===== config.mk =====
export PLATFORM = sky130hd
export DESIGN_NAME = sd_interval_timer
export DESIGN_NICKNAME = d
export VERILOG_FILES = /design/src/rtl/sd_interval_timer.sv
export SDC_FILE = /design/constraint.sdc
export NUM_CORES = 1
export LEC_CHECK = 0
export CAP_MARGIN = 20
export CORE_ASPECT_RATIO = 0.7
export CORE_UTILIZATION = 56
export CTS_CLUSTER_DIAMETER = 200
export DETAILED_ROUTE_END_ITERATION = 6
export PLACE_DENSITY = 0.84
export SYNTH_ARGS = -nofsm -noshare
export SYNTH_HDL_FRONTEND = slang
export SYNTH_SLANG_ARGS = --single-unit

===== constraint.sdc =====
create_clock -name clk -period 4.4 [get_ports clk]
set_clock_uncertainty 0.05 [all_clocks]
set_input_delay 1.1 -clock clk [delete_from_list [all_inputs] [get_ports clk]]
set_output_delay 1.1 -clock clk [all_outputs]
set_load 0.02 [all_outputs]

===== src/rtl/sd_interval_timer.sv =====
// sd_interval_timer: programmable interval timer for the SD host controller.
// A prescaler divides clk by (S+1). The main counter then counts 0..P, so
// expiries are (P+1)*(S+1) clocks apart. Two modes are supported:
// one-shot (ends in DONE with a sticky expired flag) and periodic (the main
// counter reloads to 0 on every expiry). period, prescale and mode are
// captured on start and are ignored at all other times.
module sd_interval_timer #(
  parameter int WIDTH      = 16,
  parameter int PRESCALE_W = 8
) (
  input  logic                  clk,
  input  logic                  reset,
  input  logic                  start,
  input  logic                  stop,
  input  logic                  mode,
  input  logic [WIDTH-1:0]      period,
  input  logic [PRESCALE_W-1:0] prescale,
  output logic                  tick,
  output logic                  busy,
  output logic                  expired,
  output logic [WIDTH-1:0]      count
);

  typedef enum logic [1:0] {
    ST_IDLE = 2'd0,
    ST_RUN  = 2'd1,
    ST_DONE = 2'd2
  } state_t;

  localparam logic [WIDTH-1:0]      CNT_ZERO = {WIDTH{1'b0}};
  localparam logic [WIDTH-1:0]      CNT_ONE  = {{(WIDTH-1){1'b0}}, 1'b1};
  localparam logic [PRESCALE_W-1:0] PRE_ZERO = {PRESCALE_W{1'b0}};
  localparam logic [PRESCALE_W-1:0] PRE_ONE  = {{(PRESCALE_W-1){1'b0}}, 1'b1};

  state_t                state_q,   state_d;
  logic [PRESCALE_W-1:0] pre_q,     pre_d;
  logic [WIDTH-1:0]      cnt_q,     cnt_d;
  logic [WIDTH-1:0]      per_q,     per_d;
  logic [PRESCALE_W-1:0] psc_q,     psc_d;
  logic                  mode_q,    mode_d;
  logic                  tick_q,    tick_d;
  logic                  busy_q,    busy_d;
  logic                  expired_q, expired_d;

  // Next-state logic. Priority order is stop > start > expiry.
  always_comb begin
    state_d   = state_q;
    pre_d     = pre_q;
    cnt_d     = cnt_q;
    per_d     = per_q;
    psc_d     = psc_q;
    mode_d    = mode_q;
    expired_d = expired_q;
    tick_d    = 1'b0;
    if (stop) begin
      // Abort: the counters keep their values so count still shows where the
      // timer stopped.
      state_d   = ST_IDLE;
      expired_d = 1'b0;
    end else if (start) begin
      // (Re)arm: a start that lands on an expiry edge discards that expiry.
      per_d     = period;
      psc_d     = prescale;
      mode_d    = mode;
      cnt_d     = CNT_ZERO;
      pre_d     = PRE_ZERO;
      expired_d = 1'b0;
      state_d   = ST_RUN;
    end else begin
      case (state_q)
        ST_RUN: begin
          if (pre_q == psc_q) begin
            pre_d = PRE_ZERO;
            if (cnt_q == per_q) begin
              tick_d = 1'b1;
              if (mode_q) begin
                cnt_d = CNT_ZERO;
              end else begin
                state_d   = ST_DONE;
                expired_d = 1'b1;
              end
            end else begin
              // The counter stops at per_q, so an all-ones period cannot wrap.
              cnt_d = cnt_q + CNT_ONE;
            end
          end else begin
            pre_d = pre_q + PRE_ONE;
          end
        end
        ST_IDLE, ST_DONE: begin
          state_d = state_q;
        end
        default: begin
          state_d = ST_IDLE;
        end
      endcase
    end
    busy_d = (state_d == ST_RUN);
  end

  // State, counter, latched configuration and registered outputs.
  always_ff @(posedge clk or posedge reset) begin
    if (reset) begin
      state_q   <= ST_IDLE;
      pre_q     <= PRE_ZERO;
      cnt_q     <= CNT_ZERO;
      per_q     <= CNT_ZERO;
      psc_q     <= PRE_ZERO;
      mode_q    <= 1'b0;
      tick_q    <= 1'b0;
      busy_q    <= 1'b0;
      expired_q <= 1'b0;
    end else begin
      state_q   <= state_d;
      pre_q     <= pre_d;
      cnt_q     <= cnt_d;
      per_q     <= per_d;
      psc_q     <= psc_d;
      mode_q    <= mode_d;
      tick_q    <= tick_d;
      busy_q    <= busy_d;
      expired_q <= expired_d;
    end
  end

  assign tick    = tick_q;
  assign busy    = busy_q;
  assign expired = expired_q;
  assign count   = cnt_q;

endmodule


==> summary.md, run 1 <==
| Metric | Value |
|---|---|
| Commonest non-fill, non-tap cell in the layout | `dfrtp_1` |
| Simple-gate share of the synthesized area | `between 10% and 20%` |
| GRT met2 Usage | `35.9%` |
| Mean post-synth cell area | `10.7 sq um` |
| Vias | `2128` |
| Startpoint class of the critical path | `input port` |
| Met1 Track Usage GR | `around two fifths` |
| Endpoints failing setup | `0` |
| Wirelength per Cell | `16.4 microns` |
| Fin crit period | `3270 ps` |
| Flip-flop and latch count after synthesis | `54` |
| Die H | `60.1 microns` |
| Static Leakage | `about 0.0012 uW` |
| Gr busiest metal | `met1` |
| Setup Buffers After CTS | `0` |
| Multiplexer area fraction after synthesis | `10.8%` |
| Synth warn | `0` |
| Most frequent cells in the layout | `54 x dfrtp_1, 47 x clkdlybuf4s50_1, 25 x mux2_2, 24 x xnor2_1, 16 x o21ai_1` |
| Area growth from synthesis to layout | `22.0%` |
| Share of cells above drive strength 1 | `roughly 14%` |
| Worst Path Arrival | `~3400 ps` |
| Number of global-route vias before repair | `just under 2000` |
| Largest net degree at the start of global routing | `37` |
| Min-delay worst type | `flop to flop` |
| Total of max-cap violations | `0` |
| Clock Latency Late Sink | `approximately 300 ps` |
| PostCTS Resize Cnt | `0` |
| Largest family of logic cells by synthesized area | `simple AND/OR/NAND/NOR gates` |
| Clock tree from TritonCTS | `yes` |
| Cell Area, Synth | `between 0.002 and 0.003 sq mm` |
| Fin. max-slew vios | `0` |
| I/O pin total | `48` |
| Initial DRC count | `between 200 and 300` |
| Number of port buffers | `between 40 and 50` |
| PnR worst setup slack | `1130 ps` |
| Clk slew on worst S/H paths | `around 90 ps` |
| Storage element area | `around 0.0014 sq mm` |
| Detail Placement HPWL | `between 4 and 5 mm` |
| Starting Density | `between 60% and 70%` |
| Post-Syn Instances | `between 200 and 300` |
| Placeable Area | `0.00448 sq mm` |
| Register area share after synthesis | `50.0%` |
| Final Util | `73.5%` |
| Die X | `roughly 85 microns` |
| Pwr dens | `~300 mW/mm^2` |
| Clock buffer depth | `2` |
| Adder-cell share of the synthesized area | `less than 1%` |
| Final worst-path cycle share | `about three quarters` |
| CTS buffer count | `5` |
| Final setup TNS | `0 ps` |
| Area of the multi-input gates | `about 0.0013 sq mm` |
| First-pass GRT wire length | `9.61 mm` |
| RSZ-0062 raised after global routing | `no` |
| # clock sinks | `54` |
| Worst setup EP type | `flop` |
| Compound-cell area share of the yosys netlist | `approximately an eighth` |
| Post-synthesis xor/xnor area fraction | `between 7 and 8%` |
| Critical path class | `input port to flop` |
| Final WL | `5.74 mm` |
| Worst-Margin Slew | `roughly 940 ps` |
| CP required | `roughly 4600 ps` |
| Max Clk Rate | `slightly above 300 MHz` |
| CTS root buffer | `clkbuf_8` |
| Net count reported at finish | `about 330` |
| Final ANT Viol Nets | `0` |
| Peak VDD IR | `180 uV` |
| Via-to-Cell Ratio | `a little over 6` |
| First-pass iteration count of the detailed router | `6` |
| Met3 Use GR | `4.70%` |
| Overall routing resource usage | `between 20% and 30%` |
| Fill cell count | `approximately 340` |
| Worst slack, placed | `846 ps` |
| Synth cell types | `36` |
| Slew headroom | `between 30% and 40%` |
| Final Hold Vio Count | `0` |
| Inserted Diodes | `0` |
| # rows | `20` |
| Hold_ws | `between 400 and 500 ps` |
| Syn nets | `approximately 280` |
| DRC errors left | `0` |
| Die footprint | `0.00511 sq mm` |
| Initial antenna violation count | `0` |
| Routability cong. | `roughly 0.9` |
| Hold buffer count at CTS | `0` |
| Clock H-tree levels | `2` |
| Outcome | `complete, no violations` |
| Pwr Total | `~990 uW` |
| Worst-path fanout max | `20` |
| Grt total ovfl | `0` |
==> per-layer routing <==
metal  share of wire, %  wire length (microns)
met1                 50                   2860
met2                 42                   2390
met3                7.4                    426
met4                1.1                     61
met5                  0                      0
==> cells in the mapped netlist <==
library cell	number	share of area (%)
dfrtp_1	54	50
mux2_2	25	10
xnor2_1	24	7.8
o21ai_1	16	3.0
nand2_1	15	2.1
nor2_1	13	1.8
o21ai_0	13	2.4
nand3_1	11	2.0
nand4_1	10	2.3
o31ai_1	8	2.2
buf_2	7	1.3
nor2b_1	6	1.4
o41ai_1	6	1.9
nor3_1	5	0.93
and3_1	4	0.93
inv_1	4	0.56
a21oi_1	3	0.56
a31oi_1	3	0.69
or2_2	3	0.69
a211oi_1	2	0.56
buf_4	2	0.56
clkbuf_1	2	0.28
ha_1	2	0.93
or4_1	2	0.56
a41oi_1	1	0.32
and2_1	1	0.23
and2b_1	1	0.28
buf_1	1	0.14
clkbuf_2	1	0.19
clkinv_1	1	0.14
mux2i_1	1	0.37
nand2b_1	1	0.23
nor3_2	1	0.37
nor4_1	1	0.23
o311ai_4	1	0.97
o41ai_2	1	0.60
==> critical path, stage by stage <==
cell	delay, ps
clkdlybuf4s50_1	650
clkinv_1	330
o21ai_0	460
o311ai_4	450
o41ai_1	430
==> where the power goes <==
part	internal [uW]	leakage, uW	switching, uW	total [uW]
clock network	122	0.0000431	146	268
logic	89.7	0.000513	63.7	153
registers	536	0.000694	36.2	573
total	748	0.00125	246	994
==> path summary, 6_finish.rpt <==
path | startpoint | end | slack [ps] | cells past startpoint
min in group asynchronous | reset | psc_q[6] | 1050 | 2
min reg2reg | per_q[9] | per_q[9] | 490 | 1
max | start | count[3] | 1130 | 5
max in group asynchronous | reset | expired | 2720 | 3
max reg2reg | count[10] | count[3] | 1630 | 6
min | per_q[9] | per_q[9] | 490 | 1
==> flip-flops by register name, indices dropped and copies added (netlist names), 2 cells and up <==
register,count
pre_q,8
psc_q,8
state_q,2
per_q,16
count,16
==> cells by family after synthesis <==
| group | count (synthesis) |
|---|---|
| simple gates | 74 |
| compound gates | 54 |
| buf+inv | 18 |
| flops | 54 |
| mux | 26 |
| xor+xnor | 24 |
| fa+ha+maj | 2 |
==> per-stage QoR <==
stage / cells / cell area [sq um]
after floorplan: 252 / 2700
after global placement: 343 / 3190
after detailed placement: 344 / 3210
after CTS: 350 / 3290
after global routing: 350 / 3290
final: 350 / 3290
==> layout make-up <==
type,instances,area share (%)
clock buffer,6,2.51
inverter,5,0.570
multi-input combinational,180,38.5
sequential,54,41.0
tap,55,2.09
timing repair buffer,50,15.3
Power figures use the tool's default switching activity.
==> run 2: changes to the inputs <==
Settings changed: CORE_UTILIZATION 56 to 47, PLACE_DENSITY 0.84 to 0.75.
Clock period 4.4 ns to 3 ns, I/O delays scaled along.
==> run 2 against run 1 <==
Final cell count up 8.0%; critical endpoint unchanged; critical path type is now flop to flop; clock-buffer cell count up 1; worst hold slack about the same; first-iteration DRC count down 41%; total power up 49%; critical path depth up 2; highest routed layer unchanged; register-to-register slack worse by 1200 ps; worst setup slack worse by 680 ps; via count down 0.28%; core utilization down 11 points; largest power group unchanged.
==> summary.md, run 2 (synthesis results as in run 1) <==
| Metric | Value |
|---|---|
| Peak VDD IR | `253 uV (was 180 uV)` |
| Max Clk Rate | `around 390 MHz` |
| Final ANT Viol Nets | `0 (unchanged)` |
| Placeable Area | `0.00540 sq mm (was 0.00448 sq mm)` |
| Static Leakage | `0.00129 uW (was 0.00125 uW)` |
| Die X | `92.6 microns (was 85.0 microns)` |
| Overall routing resource usage | `21.7% (was 24.9%)` |
| Fin. max-slew vios | `0 (unchanged)` |
| PostCTS Resize Cnt | `0 (unchanged)` |
| Startpoint class of the critical path | `flop (was input port)` |
| Reg power frac | `56.5% (was 57.6%)` |
| Worst setup EP type | `flop (unchanged)` |
| Commonest non-fill, non-tap cell in the layout | `dfrtp_1 (unchanged)` |
| Wirelength per Cell | `15.7 microns (was 16.4 microns)` |
| Clock power share | `27.9% (was 26.9%)` |
| Vias | `2122 (was 2128)` |
| Final setup TNS | `0 ps (unchanged)` |
| Clock H-tree levels | `2 (unchanged)` |
| I/O pin total | `48 (unchanged)` |
| Pwr dens | `438 mW/mm^2 (was 302 mW/mm^2)` |
| Worst R2R Setup Slack | `440 ps (was 1630 ps)` |
| Initial antenna violation count | `0 (unchanged)` |
| CP max stage cell | `or4_1 (was clkdlybuf4s50_1)` |
| Fin crit period | `2560 ps` |
| Storage element area | `0.00135 sq mm (unchanged)` |
| First-pass GRT wire length | `10.0 mm (was 9.61 mm)` |
| Clock tree from TritonCTS | `yes (unchanged)` |
| Outcome | `complete, no violations (unchanged)` |
| Critical path, cell by cell | `xnor2_1, nand4_1, or4_1, o311ai_4, buf_4, o21ai_0, o41ai_1 (was clkdlybuf4s50_1, clkinv_1, o21ai_0, o311ai_4, o41ai_1)` |
| Worst-Margin Slew | `664 ps (was 939 ps)` |
| Critical path buffers and inverters | `1 (was 2)` |
| Final WL | `5.92 mm (was 5.74 mm)` |
| RSZ-0062 raised after global routing | `no (unchanged)` |
| CP top delay family | `simple AND/OR/NAND/NOR gates (was compound AO/OA/AOI/OAI gates)` |
| Min-delay worst type | `flop to flop (unchanged)` |
| Critical path class | `flop to flop (was input port to flop)` |
| Detail Placement HPWL | `4.34 mm (was 4.31 mm)` |
| Logic pwr share | `15.6% (was 15.4%)` |
| Largest net degree at the start of global routing | `55 (was 37)` |
| Die H | `65.4 microns (was 60.1 microns)` |
| DRC errors left | `0 (unchanged)` |
| # clock sinks | `54 (unchanged)` |
| Setup Buffers After CTS | `0 (unchanged)` |
| Grt total ovfl | `0 (unchanged)` |
| Clk slew on worst S/H paths | `90 ps (about the same)` |
| Switching Fraction | `25.1% (was 24.7%)` |
| First-pass iteration count of the detailed router | `4 (was 6)` |
| Max stage delay on crit path | `720 ps (was 650 ps)` |
| Net count reported at finish | `336 (was 327)` |
| CP required | `3130 ps (was 4550 ps)` |
| Initial DRC count | `158 (was 269)` |
| Area of the multi-input gates | `0.00127 sq mm (unchanged)` |
| Internal power | `1110 uW (was 748 uW)` |
| Share of cells above drive strength 1 | `17.0% (was 14.2%)` |
| Endpoints failing setup | `0 (unchanged)` |
| CTS buffer count | `5 (unchanged)` |
| Final Hold Vio Count | `0 (unchanged)` |
| Clock buffer depth | `2 (unchanged)` |
| Final Util | `62.6% (was 73.5%)` |
| Number of port buffers | `47 (unchanged)` |
| Net Switching | `371 uW (was 246 uW)` |
| Fill cell count | `463 (was 336)` |
| Worst-path fanout max | `20 (unchanged)` |
| Die footprint | `0.00606 sq mm (was 0.00511 sq mm)` |
| Routability cong. | `0.784 (was 0.897)` |
| Hold buffer count at CTS | `0 (unchanged)` |
| Worst slack, placed | `246 ps (was 846 ps)` |
| Inserted Diodes | `0 (unchanged)` |
| Clock Latency Late Sink | `300 ps (about the same)` |
| Number of global-route vias before repair | `2025 (was 1947)` |
| Starting Density | `50.1% (was 60.3%)` |
| Via-to-Cell Ratio | `5.61 (was 6.08)` |
| Final worst-path cycle share | `between 80% and 90%` |
| Slew headroom | `55.7% (was 36.7%)` |
| PnR worst setup slack | `442 ps (was 1130 ps)` |
| Most frequent cells in the layout | `54 x dfrtp_1, 47 x clkdlybuf4s50_1, 25 x mux2_2, 24 x xnor2_1, 16 x o21ai_1 (unchanged)` |
| Area growth from synthesis to layout | `25.1% (was 22.0%)` |
| Total of max-cap violations | `0 (unchanged)` |
| CTS root buffer | `clkbuf_8 (unchanged)` |
| Worst Path Arrival | `2680 ps (was 3420 ps)` |
| # rows | `22 (was 20)` |
run 2: area by class of cell:
cell class | instances | area share, %
multi-input combinational | 180 | 37.5
clock inverter | 1 | 0.148
tap | 72 | 2.67
timing repair buffer | 59 | 16.6
clock buffer | 7 | 2.55
sequential | 54 | 40.0
inverter | 5 | 0.555
run 2: final timing paths:
kind,endpoint,from,depth (start not counted)
min in group asynchronous,per_q[1],reset,3
setup / recovery,count[3],count[10],7
hold / removal,per_q[12],per_q[12],1
max in group asynchronous,expired,reset,3
hold reg to reg,per_q[12],per_q[12],1
setup reg to reg,count[3],count[10],7
run 2: metrics by stage:
step | total power (uW) | hold slack, ps | instances | cell area, sq um
after floorplan | 994 | 451 | 252 | 2700
after global placement | 1070 | 462 | 370 | 3290
after detailed placement | 1080 | 469 | 370 | 3290
after CTS | 1490 | 489 | 378 | 3380
after global routing | 1560 | 500 | 378 | 3380
final | 1480 | 485 | 378 | 3380
run 2: routing by layer:
layer | GRT usage (%) | routed length [microns]
met1 | 32.8 | 2950
met3 | 5.56 | 453
met5 | 0 | 0
met4 | 6.35 | 33
met2 | 30.6 | 2480
run 2: power by group through the flow:
stage | sequential [uW] | clock (uW) | combinational (uW)
after floorplan | 839 | 0 | 155
after global placement | 848 | 0 | 227
after detailed placement | 852 | 0 | 233
after CTS | 837 | 420 | 234
after global routing | 846 | 461 | 255
final | 837 | 413 | 231
run 2: worst register-to-register path, delay by kind of cell, from the launching register on:
family | cells | cell delay [ps]
AO/OA/AOI/OAI | 3 | 520
XOR/XNOR | 1 | 170
buffers and inverters | 1 | 280
flip-flops | 1 | 560
AND/OR/NAND/NOR | 2 | 870
==> run 3: changes to the inputs <==
--- a/config.mk
+++ b/config.mk
@@ -8,8 +8,7 @@
 export CAP_MARGIN = 20
 export CORE_ASPECT_RATIO = 0.7
-export CORE_UTILIZATION = 47
+export CORE_UTILIZATION = 30
 export CTS_CLUSTER_DIAMETER = 200
 export DETAILED_ROUTE_END_ITERATION = 6
-export PLACE_DENSITY = 0.75
 export SYNTH_ARGS = -nofsm -noshare
 export SYNTH_HDL_FRONTEND = slang
==> constraint.sdc (replaced) <==
create_clock -name clk -period 3 [get_ports clk]
set_clock_uncertainty 0.05 [all_clocks]
set_input_delay 0.45 -clock clk [delete_from_list [all_inputs] [get_ports clk]]
set_output_delay 0.45 -clock clk [all_outputs]
set_load 0.02 [all_outputs]
==> run 3 against run 2 <==
Die area increased by 55%; clock-buffer cell count decreased by 2; worst setup slack gained 93 ps; sequential power hardly changed; routed wire length is 6.5% higher; worst hold slack worse by 38 ps; total power rose by 10%; non-clock buffer count down 4; sequential cell count unchanged; register-to-register slack better by 90 ps; clock power grew 38%; largest power group unchanged.
==> summary.md, run 3 (synthesis results as in run 1) <==
| Metric | Value |
|---|---|
| Outcome | `complete, no violations (unchanged)` |
| Clock buffer depth | `2 (unchanged)` |
| First-pass GRT wire length | `10.6 mm (was 10.0 mm)` |
| Setup Buffers After CTS | `0 (unchanged)` |
| Storage element area | `0.00135 sq mm (unchanged)` |
| Detail Placement HPWL | `4.79 mm (was 4.34 mm)` |
| CP top delay family | `simple AND/OR/NAND/NOR gates (unchanged)` |
| Overall routing resource usage | `15.3% (was 21.7%)` |
| Hold_ws | `447 ps (was 485 ps)` |
| Inserted Diodes | `0 (unchanged)` |
| Cell Count, Final, Fillers Out | `421 (was 378)` |
| CP required | `3130 ps (about the same)` |
| Worst-Margin Slew | `633 ps (was 664 ps)` |
| PostCTS Resize Cnt | `0 (unchanged)` |
| Critical path buffers and inverters | `1 (unchanged)` |
| Max stage delay on crit path | `700 ps (was 720 ps)` |
| CTS root buffer | `clkbuf_16 (was clkbuf_8)` |
| Area growth from synthesis to layout | `28.0% (was 25.1%)` |
| Peak VDD IR | `249 uV (was 253 uV)` |
| Die X | `115 microns (was 92.6 microns)` |
| Worst R2R Setup Slack | `540 ps (was 440 ps)` |
| Largest net degree at the start of global routing | `26 (was 55)` |
| CP max stage cell | `or4_1 (unchanged)` |
| Worst-path fanout max | `20 (unchanged)` |
| Final Hold Vio Count | `0 (unchanged)` |
| Worst slack, placed | `402 ps (was 246 ps)` |
| Worst Path Arrival | `2590 ps (was 2680 ps)` |
| Wirelength per Cell | `15.0 microns (was 15.7 microns)` |
| WL met3 | `306 microns (was 453 microns)` |
| Routability cong. | `0.769 (was 0.784)` |
| Net count reported at finish | `332 (was 336)` |
| Routed length on met1 | `3.38 mm (was 2.95 mm)` |
| Min-delay worst type | `input port to asynchronous set/reset pin (was flop to flop)` |
| Startpoint class of the critical path | `flop (unchanged)` |
| Clk slew on worst S/H paths | `70 ps (was 90 ps)` |
| Critical path class | `flop to flop (unchanged)` |
| Highest metal used | `met4 (unchanged)` |
| Static Leakage | `0.00130 uW (was 0.00129 uW)` |
| DRC errors left | `0 (unchanged)` |
| Placed Area | `0.00332 sq mm (was 0.00329 sq mm)` |
| Slew headroom | `57.3% (was 55.7%)` |
| First-pass iteration count of the detailed router | `4 (unchanged)` |
| Placed cell count | `414 (was 370)` |
| Final WL | `6.30 mm (was 5.92 mm)` |
| Commonest non-fill, non-tap cell in the layout | `dfrtp_1 (unchanged)` |
| Hold buffer count at CTS | `0 (unchanged)` |
| # clock sinks | `54 (unchanged)` |
| Worst setup EP type | `flop (unchanged)` |
| Most frequent cells in the layout | `54 x dfrtp_1, 47 x clkdlybuf4s50_1, 25 x mux2_2, 24 x xnor2_1, 16 x o21ai_1 (unchanged)` |
| RSZ-0062 raised after global routing | `no (unchanged)` |
| WL met2 | `2.49 mm (was 2.48 mm)` |
| Final worst-path cycle share | `82.2% (was 85.3%)` |
| Fin. max-slew vios | `0 (unchanged)` |
| Pwr dens | `473 mW/mm^2 (was 438 mW/mm^2)` |
| Number of global-route vias before repair | `1971 (was 2025)` |
| Number of port buffers | `47 (unchanged)` |
| # rows | `28 (was 22)` |
| Max Clk Rate | `406 MHz (was 391 MHz)` |
| Total of max-cap violations | `0 (unchanged)` |
| Initial DRC count | `119 (was 158)` |
| Clock tree from TritonCTS | `yes (unchanged)` |
| Vias | `2076 (was 2122)` |
| Initial antenna violation count | `0 (unchanged)` |
| Via-to-Cell Ratio | `4.93 (was 5.61)` |
| Fill cell count | `829 (was 463)` |
| Die H | `81.4 microns (was 65.4 microns)` |
| Final Cell Area | `0.00346 sq mm (was 0.00338 sq mm)` |
| Final ANT Viol Nets | `0 (unchanged)` |
| CTS buffer count | `5 (unchanged)` |
| PnR worst setup slack | `535 ps (was 442 ps)` |
| Placeable Area | `0.00858 sq mm (was 0.00540 sq mm)` |
| Fin crit period | `2460 ps (was 2560 ps)` |
| Endpoints failing setup | `0 (unchanged)` |
| Starting Density | `31.5% (was 50.1%)` |
| Clock Latency Late Sink | `300 ps (about the same)` |
| Final setup TNS | `0 ps (unchanged)` |
| Area of the multi-input gates | `0.00127 sq mm (unchanged)` |
| Die footprint | `0.00939 sq mm (was 0.00606 sq mm)` |
| Share of cells above drive strength 1 | `15.9% (was 17.0%)` |
| Critical path, cell by cell | `xnor2_1, nand4_1, or4_1, o311ai_4, buf_4, o21ai_1, o41ai_1 (was xnor2_1, nand4_1, or4_1, o311ai_4, buf_4, o21ai_0, o41ai_1)` |
| I/O pin total | `48 (unchanged)` |
| Clock H-tree levels | `2 (unchanged)` |
| Grt total ovfl | `0 (unchanged)` |
## run 3: cell types whose count changed in the layout (fill, tap and decap cells not counted)
| cell | before | now |
|---|---|---|
| buf_4 | 12 | 8 |
| clkbuf_1 | 1 | 0 |
| clkbuf_16 | 0 | 5 |
| clkbuf_8 | 6 | 0 |
| inv_6 | 0 | 1 |
## run 3: cell type report
class,count,area share (%)
clock inverter,2,0.398
multi-input combinational,180,36.7
timing repair buffer,55,15.3
sequential,54,39.1
tap,120,4.34
inverter,5,0.543
clock buffer,5,3.62
## run 3: final timing paths
check	start	to	cells past startpoint
hold reg to reg	per_q[8]	per_q[8]	1
hold / removal	reset	per_q[0]	2
max in group asynchronous	reset	expired	3
setup reg to reg	count[10]	count[5]	7
min in group clk	per_q[8]	per_q[8]	1
setup / recovery	count[10]	count[5]	7
## run 3: through the flow
step / power [uW] / utilization (%)
5_1_grt: 1720 / 40.3
3_3_place_gp: 1080 / 38.7
4_1_cts: 1660 / 40.3
6_report: 1640 / 40.3
2_1_floorplan: 994 / -
3_5_place_dp: 1080 / 38.7
## run 3: report_power, final
part,switching (uW),internal [uW],leakage [uW]
logic,93.7,134,0.000532
clock network,263,307,0.0000701
registers,50.4,787,0.000694
total,407,1230,0.00130
## run 3: layer usage
layer	up-vias	GRT usage, %
met3	10	2.69
met4	0	6.36
li1	1011	-
met2	49	21.0
met1	1006	23.1
met5	-	0
